==> src/rtl/imem_loader.sv <==
// Byte-stream loader for the MIPS pipeline: parses L/R/S/H commands, assembles little-endian
// words into instruction memory and drives the pipeline reset / clock-enable.
module imem_loader #(
   parameter int ADDR_W = 8
) (
   input  logic              i_clk,
   input  logic              i_reset,
   input  logic [7:0]        i_rx_data,
   input  logic              i_rx_valid,
   output logic              o_rx_ready,
   input  logic              i_halt_in,
   output logic              o_imem_we,
   output logic [ADDR_W-1:0] o_imem_addr,
   output logic [31:0]       o_imem_wdata,
   output logic              o_pipe_rst,
   output logic              o_pipe_en,
   output logic              o_busy,
   output logic              o_load_done,
   output logic [15:0]       o_words_loaded,
   output logic              o_cmd_err
);

   typedef enum logic [2:0] {S_IDLE, S_LEN0, S_LEN1, S_WORD, S_DONE} state_t;

   state_t            r_state, w_stateNext;
   logic              r_rxReady, w_rxReadyNext;
   logic              r_we, w_weNext;
   logic [ADDR_W-1:0] r_addr, w_addrNext;
   logic [31:0]       r_wdata, w_wdataNext;
   logic              r_pipeRst, w_pipeRstNext;
   logic              r_pipeEn, w_pipeEnNext;
   logic              r_step, w_stepNext;
   logic              r_busy, w_busyNext;
   logic              r_loadDone, w_loadDoneNext;
   logic [15:0]       r_wordsLoaded, w_wordsLoadedNext;
   logic              r_cmdErr, w_cmdErrNext;
   logic [7:0]        r_lenLo, w_lenLoNext;
   logic [15:0]       r_len, w_lenNext;
   logic [15:0]       r_left, w_leftNext;
   logic [ADDR_W-1:0] r_wordIdx, w_wordIdxNext;
   logic [1:0]        r_byteIdx, w_byteIdxNext;
   logic [23:0]       r_assembly, w_assemblyNext;

   logic              w_accept;
   logic [15:0]       w_lenFull;

   assign w_accept  = i_rx_valid & r_rxReady;
   assign w_lenFull = {i_rx_data, r_lenLo};

   always_ff @(posedge i_clk) begin
      if (i_reset) begin
         r_state       <= S_IDLE;
         r_rxReady     <= 1'b1;
         r_we          <= 1'b0;
         r_addr        <= '0;
         r_wdata       <= '0;
         r_pipeRst     <= 1'b1;
         r_pipeEn      <= 1'b0;
         r_step        <= 1'b0;
         r_busy        <= 1'b0;
         r_loadDone    <= 1'b0;
         r_wordsLoaded <= '0;
         r_cmdErr      <= 1'b0;
         r_lenLo       <= '0;
         r_len         <= '0;
         r_left        <= '0;
         r_wordIdx     <= '0;
         r_byteIdx     <= '0;
         r_assembly    <= '0;
      end else begin
         r_state       <= w_stateNext;
         r_rxReady     <= w_rxReadyNext;
         r_we          <= w_weNext;
         r_addr        <= w_addrNext;
         r_wdata       <= w_wdataNext;
         r_pipeRst     <= w_pipeRstNext;
         r_pipeEn      <= w_pipeEnNext;
         r_step        <= w_stepNext;
         r_busy        <= w_busyNext;
         r_loadDone    <= w_loadDoneNext;
         r_wordsLoaded <= w_wordsLoadedNext;
         r_cmdErr      <= w_cmdErrNext;
         r_lenLo       <= w_lenLoNext;
         r_len         <= w_lenNext;
         r_left        <= w_leftNext;
         r_wordIdx     <= w_wordIdxNext;
         r_byteIdx     <= w_byteIdxNext;
         r_assembly    <= w_assemblyNext;
      end
   end

   // Every output is computed here one cycle ahead and registered above.
   always_comb begin
      w_stateNext       = r_state;
      w_weNext          = 1'b0;
      w_addrNext        = r_addr;
      w_wdataNext       = r_wdata;
      w_pipeRstNext     = r_pipeRst;
      w_pipeEnNext      = r_pipeEn;
      w_stepNext        = 1'b0;
      w_loadDoneNext    = 1'b0;
      w_wordsLoadedNext = r_wordsLoaded;
      w_cmdErrNext      = 1'b0;
      w_lenLoNext       = r_lenLo;
      w_lenNext         = r_len;
      w_leftNext        = r_left;
      w_wordIdxNext     = r_wordIdx;
      w_byteIdxNext     = r_byteIdx;
      w_assemblyNext    = r_assembly;

      case (r_state)
         S_IDLE: begin
            if (r_step) w_pipeEnNext = 1'b0;
            if (w_accept) begin
               case (i_rx_data)
                  8'h4C: begin
                     w_pipeEnNext  = 1'b0;
                     w_pipeRstNext = 1'b1;
                     w_stateNext   = S_LEN0;
                  end
                  8'h52: begin
                     w_pipeRstNext = 1'b0;
                     w_pipeEnNext  = 1'b1;
                  end
                  8'h53: begin
                     w_pipeRstNext = 1'b0;
                     w_pipeEnNext  = 1'b1;
                     w_stepNext    = 1'b1;
                  end
                  8'h48:   w_pipeEnNext = 1'b0;
                  default: w_cmdErrNext = 1'b1;
               endcase
            end
            // A halting pipeline wins over a run/step issued in the same cycle.
            if (i_halt_in) begin
               w_pipeEnNext = 1'b0;
               w_stepNext   = 1'b0;
            end
         end
         S_LEN0: begin
            if (w_accept) begin
               w_lenLoNext = i_rx_data;
               w_stateNext = S_LEN1;
            end
         end
         S_LEN1: begin
            if (w_accept) begin
               w_lenNext = w_lenFull;
               if (w_lenFull == 16'd0) begin
                  w_stateNext       = S_DONE;
                  w_loadDoneNext    = 1'b1;
                  w_wordsLoadedNext = 16'd0;
                  w_pipeRstNext     = 1'b0;
               end else begin
                  w_stateNext   = S_WORD;
                  w_leftNext    = w_lenFull;
                  w_wordIdxNext = '0;
                  w_byteIdxNext = '0;
               end
            end
         end
         S_WORD: begin
            if (w_accept) begin
               w_assemblyNext = {i_rx_data, r_assembly[23:8]};
               w_byteIdxNext  = r_byteIdx + 2'd1;
               if (r_byteIdx == 2'd3) begin
                  w_weNext      = 1'b1;
                  w_addrNext    = r_wordIdx;
                  w_wdataNext   = {i_rx_data, r_assembly};
                  w_wordIdxNext = r_wordIdx + ADDR_W'(1);
                  w_leftNext    = r_left - 16'd1;
                  if (r_left == 16'd1) begin
                     w_stateNext       = S_DONE;
                     w_loadDoneNext    = 1'b1;
                     w_wordsLoadedNext = r_len;
                     w_pipeRstNext     = 1'b0;
                  end
               end
            end
         end
         S_DONE:  w_stateNext = S_IDLE;
         default: w_stateNext = S_IDLE;
      endcase
   end

   assign w_rxReadyNext = (w_stateNext != S_DONE);
   assign w_busyNext    = (w_stateNext != S_IDLE);

   assign o_rx_ready     = r_rxReady;
   assign o_imem_we      = r_we;
   assign o_imem_addr    = r_addr;
   assign o_imem_wdata   = r_wdata;
   assign o_pipe_rst     = r_pipeRst;
   assign o_pipe_en      = r_pipeEn;
   assign o_busy         = r_busy;
   assign o_load_done    = r_loadDone;
   assign o_words_loaded = r_wordsLoaded;
   assign o_cmd_err      = r_cmdErr;

endmodule
==> config.mk <==
export PLATFORM = sky130hd
export DESIGN_NAME = imem_loader
export DESIGN_NICKNAME = d
export VERILOG_FILES = /design/src/rtl/imem_loader.sv
export SDC_FILE = /design/constraint.sdc
export NUM_CORES = 1
export LEC_CHECK = 0
export ABC_AREA = 1
export BUFFER_PORTS_ARGS = -buffer_cell sky130_fd_sc_hd__buf_4
export CORE_MARGIN = 3
export CORE_UTILIZATION = 54
export CTS_BUF_LIST = sky130_fd_sc_hd__clkbuf_8
export CTS_CLUSTER_SIZE = 30
export DETAILED_ROUTE_END_ITERATION = 12
export PLACE_DENSITY = 0.78
export SKIP_CTS_REPAIR_TIMING = 1
export SYNTH_ARGS = -nofsm -noshare
export SYNTH_HDL_FRONTEND = slang
export SYNTH_SLANG_ARGS = --single-unit
==> constraint.sdc <==
create_clock -name i_clk -period 1.5 [get_ports i_clk]
set_input_delay 0.225 -clock i_clk [delete_from_list [all_inputs] [get_ports i_clk]]
set_output_delay 0.225 -clock i_clk [all_outputs]
set_load 0.03 [all_outputs]
==> flow_summary_export.csv <==
group,metric,value,unit
die,dieArea,12200,µm²
pwr,ir_drop,671,µV
critical_path,crit_type,"register to register",
die,io_pins,75,
yosys,syn_avg_cell_area,7.14,µm²
yosys,yosysSeqAreaShare,0.479,
clock_network,cts_inserted_buffers,17,
layout,fin_nets,1007,
timing,setup_slack,-183,ps
grt,grt_pass1_wl,26700,µm
timing,maxSlewViolCount,0,
timing,slew_headroom,0.683,
timing,max_freq,594,MHz
drt,wl_met3,1310,µm
drt,avgRoutedWirePerCell,15.9,µm
layout,n_fill_cell,728,
die,coreArea,10500,µm²
drt,vias,6201,
grt,track_usage,0.263,
critical_path,crit_fanout,23,
hold_path,hold_path.class,"primary input to register",
critical_path,r2r_cells,10,
critical_path,reg2reg_from,"r_state[1]$_SDFF_PP0_",
drt,dr.pass1.iters,6,
place,hpwl,11300,µm
yosys,yosys_register_bits,141,
timing,final.setup_skew,11.3,ps
grt,grt_max_degree,50,
timing,rsz0062_at_grt,"yes",
layout,multi_input_area,3080,µm²
drt,wl_met1,7340,µm
grt,antenna_found_initial,0,
hold_path,worstHoldStart,"i_rx_data[0]",
yosys,synth_top_cell_area_share,0.479,
layout,ff_latch_area,2830,µm²
yosys,synth_fp_nets,841,
hold_path,hold_end,"r_assembly[16]$_SDFFE_PP0P_",
run_status,violations,"setup timing",
drt,ant_nets,0,
yosys,async_flop_share,0,
critical_path,cp.arrival,2050,ps
drt,drc,0,
flow_run,cap_violations,0,
timing,post-route-min-period,1680,ps
clock_network,path_clk_slew,90,ps
layout,final_util,0.799,
place,placed_area,7200,µm²
place,io_buffer_count,74,
critical_path,start_kind,"register",
drt,drtIter0Drc,507,
yosys,ys_types,32,
clock_network,cts_max_level,4,
layout,design_area,8360,µm²
yosys,synth-edff-count,0,
drt,wl,18100,µm
critical_path,cp_data_required_time,1870,ps
die,rows,37,
timing,setup_viol,106,
clock_network,tritoncts,"built",
layout,diodes,0,
drt,wl_met2,8850,µm
die,start_util,0.563,
yosys,synthFlopType,"dfxtp_1",
yosys,syn_area,5890,µm²
layout,stdcell_count,1140,
layout,synthToLayoutAreaGrowth,41.9,%
die,die_height,110,µm
critical_path,r2r_slack,-180,ps
pwr,powerDensity,850,nW/µm²
hold_path,worstHoldPathCells,3,
die,die_w,110,µm
yosys,synth_area_leader_cell,"dfxtp_1",
clock_network,insertion_delay,450,ps
timing,final.period_utilization,1.12,
clock_network,clock-root-buffer,"clkbuf_8",
yosys,netlist_top_cells_count,"nand2_1, nor2_1, dfxtp_1, o21ai_0, a21oi_1",
run_status,status,"finished, violations left",
pwr,leakagePower,3.88,nW
timing,final_hold_viol_count,0,
yosys,synth_area_leaders,"dfxtp_1, nand2_1, nor2_1",
timing,worst-slew-pin-transition,470,ps
critical_path,end_kind,"register",
grt,grt_pass1_vias,5699,
place,place_congestion,0.900,
drt,vias_per_cell,5.44,
yosys,yosysWarnings,0,
layout,drive_gt1_frac,0.327,
place,pre_cts_ws,-457,ps
critical_path,r2r_end,"r_assembly[8]$_SDFFE_PP0P_",
place,post-place-cells,1085,
grt,overflow,0,
drt,top_layer,"met4",
clock_network,cts_sinks,141,
yosys,synthCells,825,
yosys,yosysMostFrequentCell,"nand2_1",
clock_network,clockBufferDepth,2,
-- worst max-delay path, cell delays in order (launching register included) --
cell and delay (ps):
dfxtp_2 360, inv_2 50, nor2_4 120, inv_2 70, nor2_8 180, nand2_4 100
buf_4 220, inv_2 120, buf_12 130, nor2_1 50, a211oi_1 180
-- flip-flops by register name, indices dropped and copies added (netlist names) --
| signal | flops |
|---|---|
| r_state | 3 |
| r_step | 1 |
| r_wordIdx | 8 |
| r_assembly | 24 |
| o_pipe_rst | 1 |
| r_byteIdx | 2 |
| o_imem_addr | 8 |
| o_cmd_err | 1 |
| r_left | 16 |
| o_words_loaded | 16 |
| r_lenLo | 8 |
| o_busy | 1 |
| o_pipe_en | 1 |
| o_imem_we | 1 |
| o_imem_wdata | 32 |
| o_load_done | 1 |
| r_len | 16 |
| o_rx_ready | 1 |
-- power breakdown --
group,internal (mW),switching [mW],total (mW),leakage (nW)
combinational,0.0939,0.175,0.269,2.55
clock,1.42,1.68,3.09,0.187
sequential,3.74,0.00146,3.74,1.14
total,5.25,1.85,7.10,3.88
-- worst max-delay path by stage --
| stage | start | end | slack (ps) | cells past startpoint |
|---|---|---|---|---|
| after global placement | i_rx_data[5] | o_words_loaded[2]$_SDFFE_PP0P_ | -370 | 11 |
| after floorplan | o_rx_ready$_SDFF_PP1_ | r_wordIdx[0]$_SDFFE_PP0P_ | 20 | 9 |
| final | r_state[1]$_SDFF_PP0_ | r_assembly[8]$_SDFFE_PP0P_ | -180 | 10 |
| after CTS | r_lenLo[0]$_SDFFE_PP0P_ | o_words_loaded[0]$_SDFFE_PP0P_ | -390 | 10 |
| after global routing | r_left[1]$_SDFFE_PP0P_ | o_words_loaded[14]$_SDFFE_PP0P_ | -270 | 12 |
| after detailed placement | i_rx_data[5] | o_words_loaded[0]$_SDFFE_PP0P_ | -460 | 11 |
-- cell usage in the layout, fill, tap and decap left out, types with 4 or more instances in the layout --
cell	count
clkbuf_16	5
buf_6	12
nand2_2	12
dfxtp_1	136
o21ai_0	74
nand4_1	4
nor2_4	11
inv_2	7
inv_1	46
a21oi_1	48
buf_12	11
nand2_1	150
a21oi_2	17
clkinvlp_4	5
xor2_1	5
buf_4	157
nand3_2	4
o21ai_1	19
nor2_1	140
dfxtp_2	4
nor2_2	24
inv_8	4
clkbuf_8	18
nand3_1	37
inv_6	4
nand2_4	16
-- layer usage --
metal / vias up / GRT usage
met1: 2885 / 0.340
met4: 0 / 0.104
met5: - / 0
met2: 274 / 0.435
li1: 2981 / -
met3: 61 / 0.0477
-- cells by family (layout without fill, tap and decap cells) --
group           Yosys count  in the layout  synth area share
simple gates            407            408             0.284
compound gates          170            170             0.148
flops                   141            141             0.479
buf+inv                  95            273            0.0686
xor+xnor                  8              8            0.0119
fa+ha+maj                 4              4           0.00849
-- layout make-up --
class,count,share of cell area
timing repair buffer,187,0.201
sequential,141,0.339
multi-input combinational,590,0.369
clock inverter,14,0.0177
inverter,54,0.0245
clock buffer,18,0.0296
tap,136,0.0204
-- metrics by stage --
stage | hold slack (ps) | total power [mW] | setup TNS, ps
after global routing | 121 | 7.32 | -21050
after floorplan | 303 | 3.94 | 0
after detailed placement | 422 | 4.07 | -18610
final | 137 | 7.10 | -12260
after global placement | 408 | 4.07 | -13790
after CTS | -54.9 | 7.09 | -19420
Note: power is estimated with default switching activity, not from simulation.
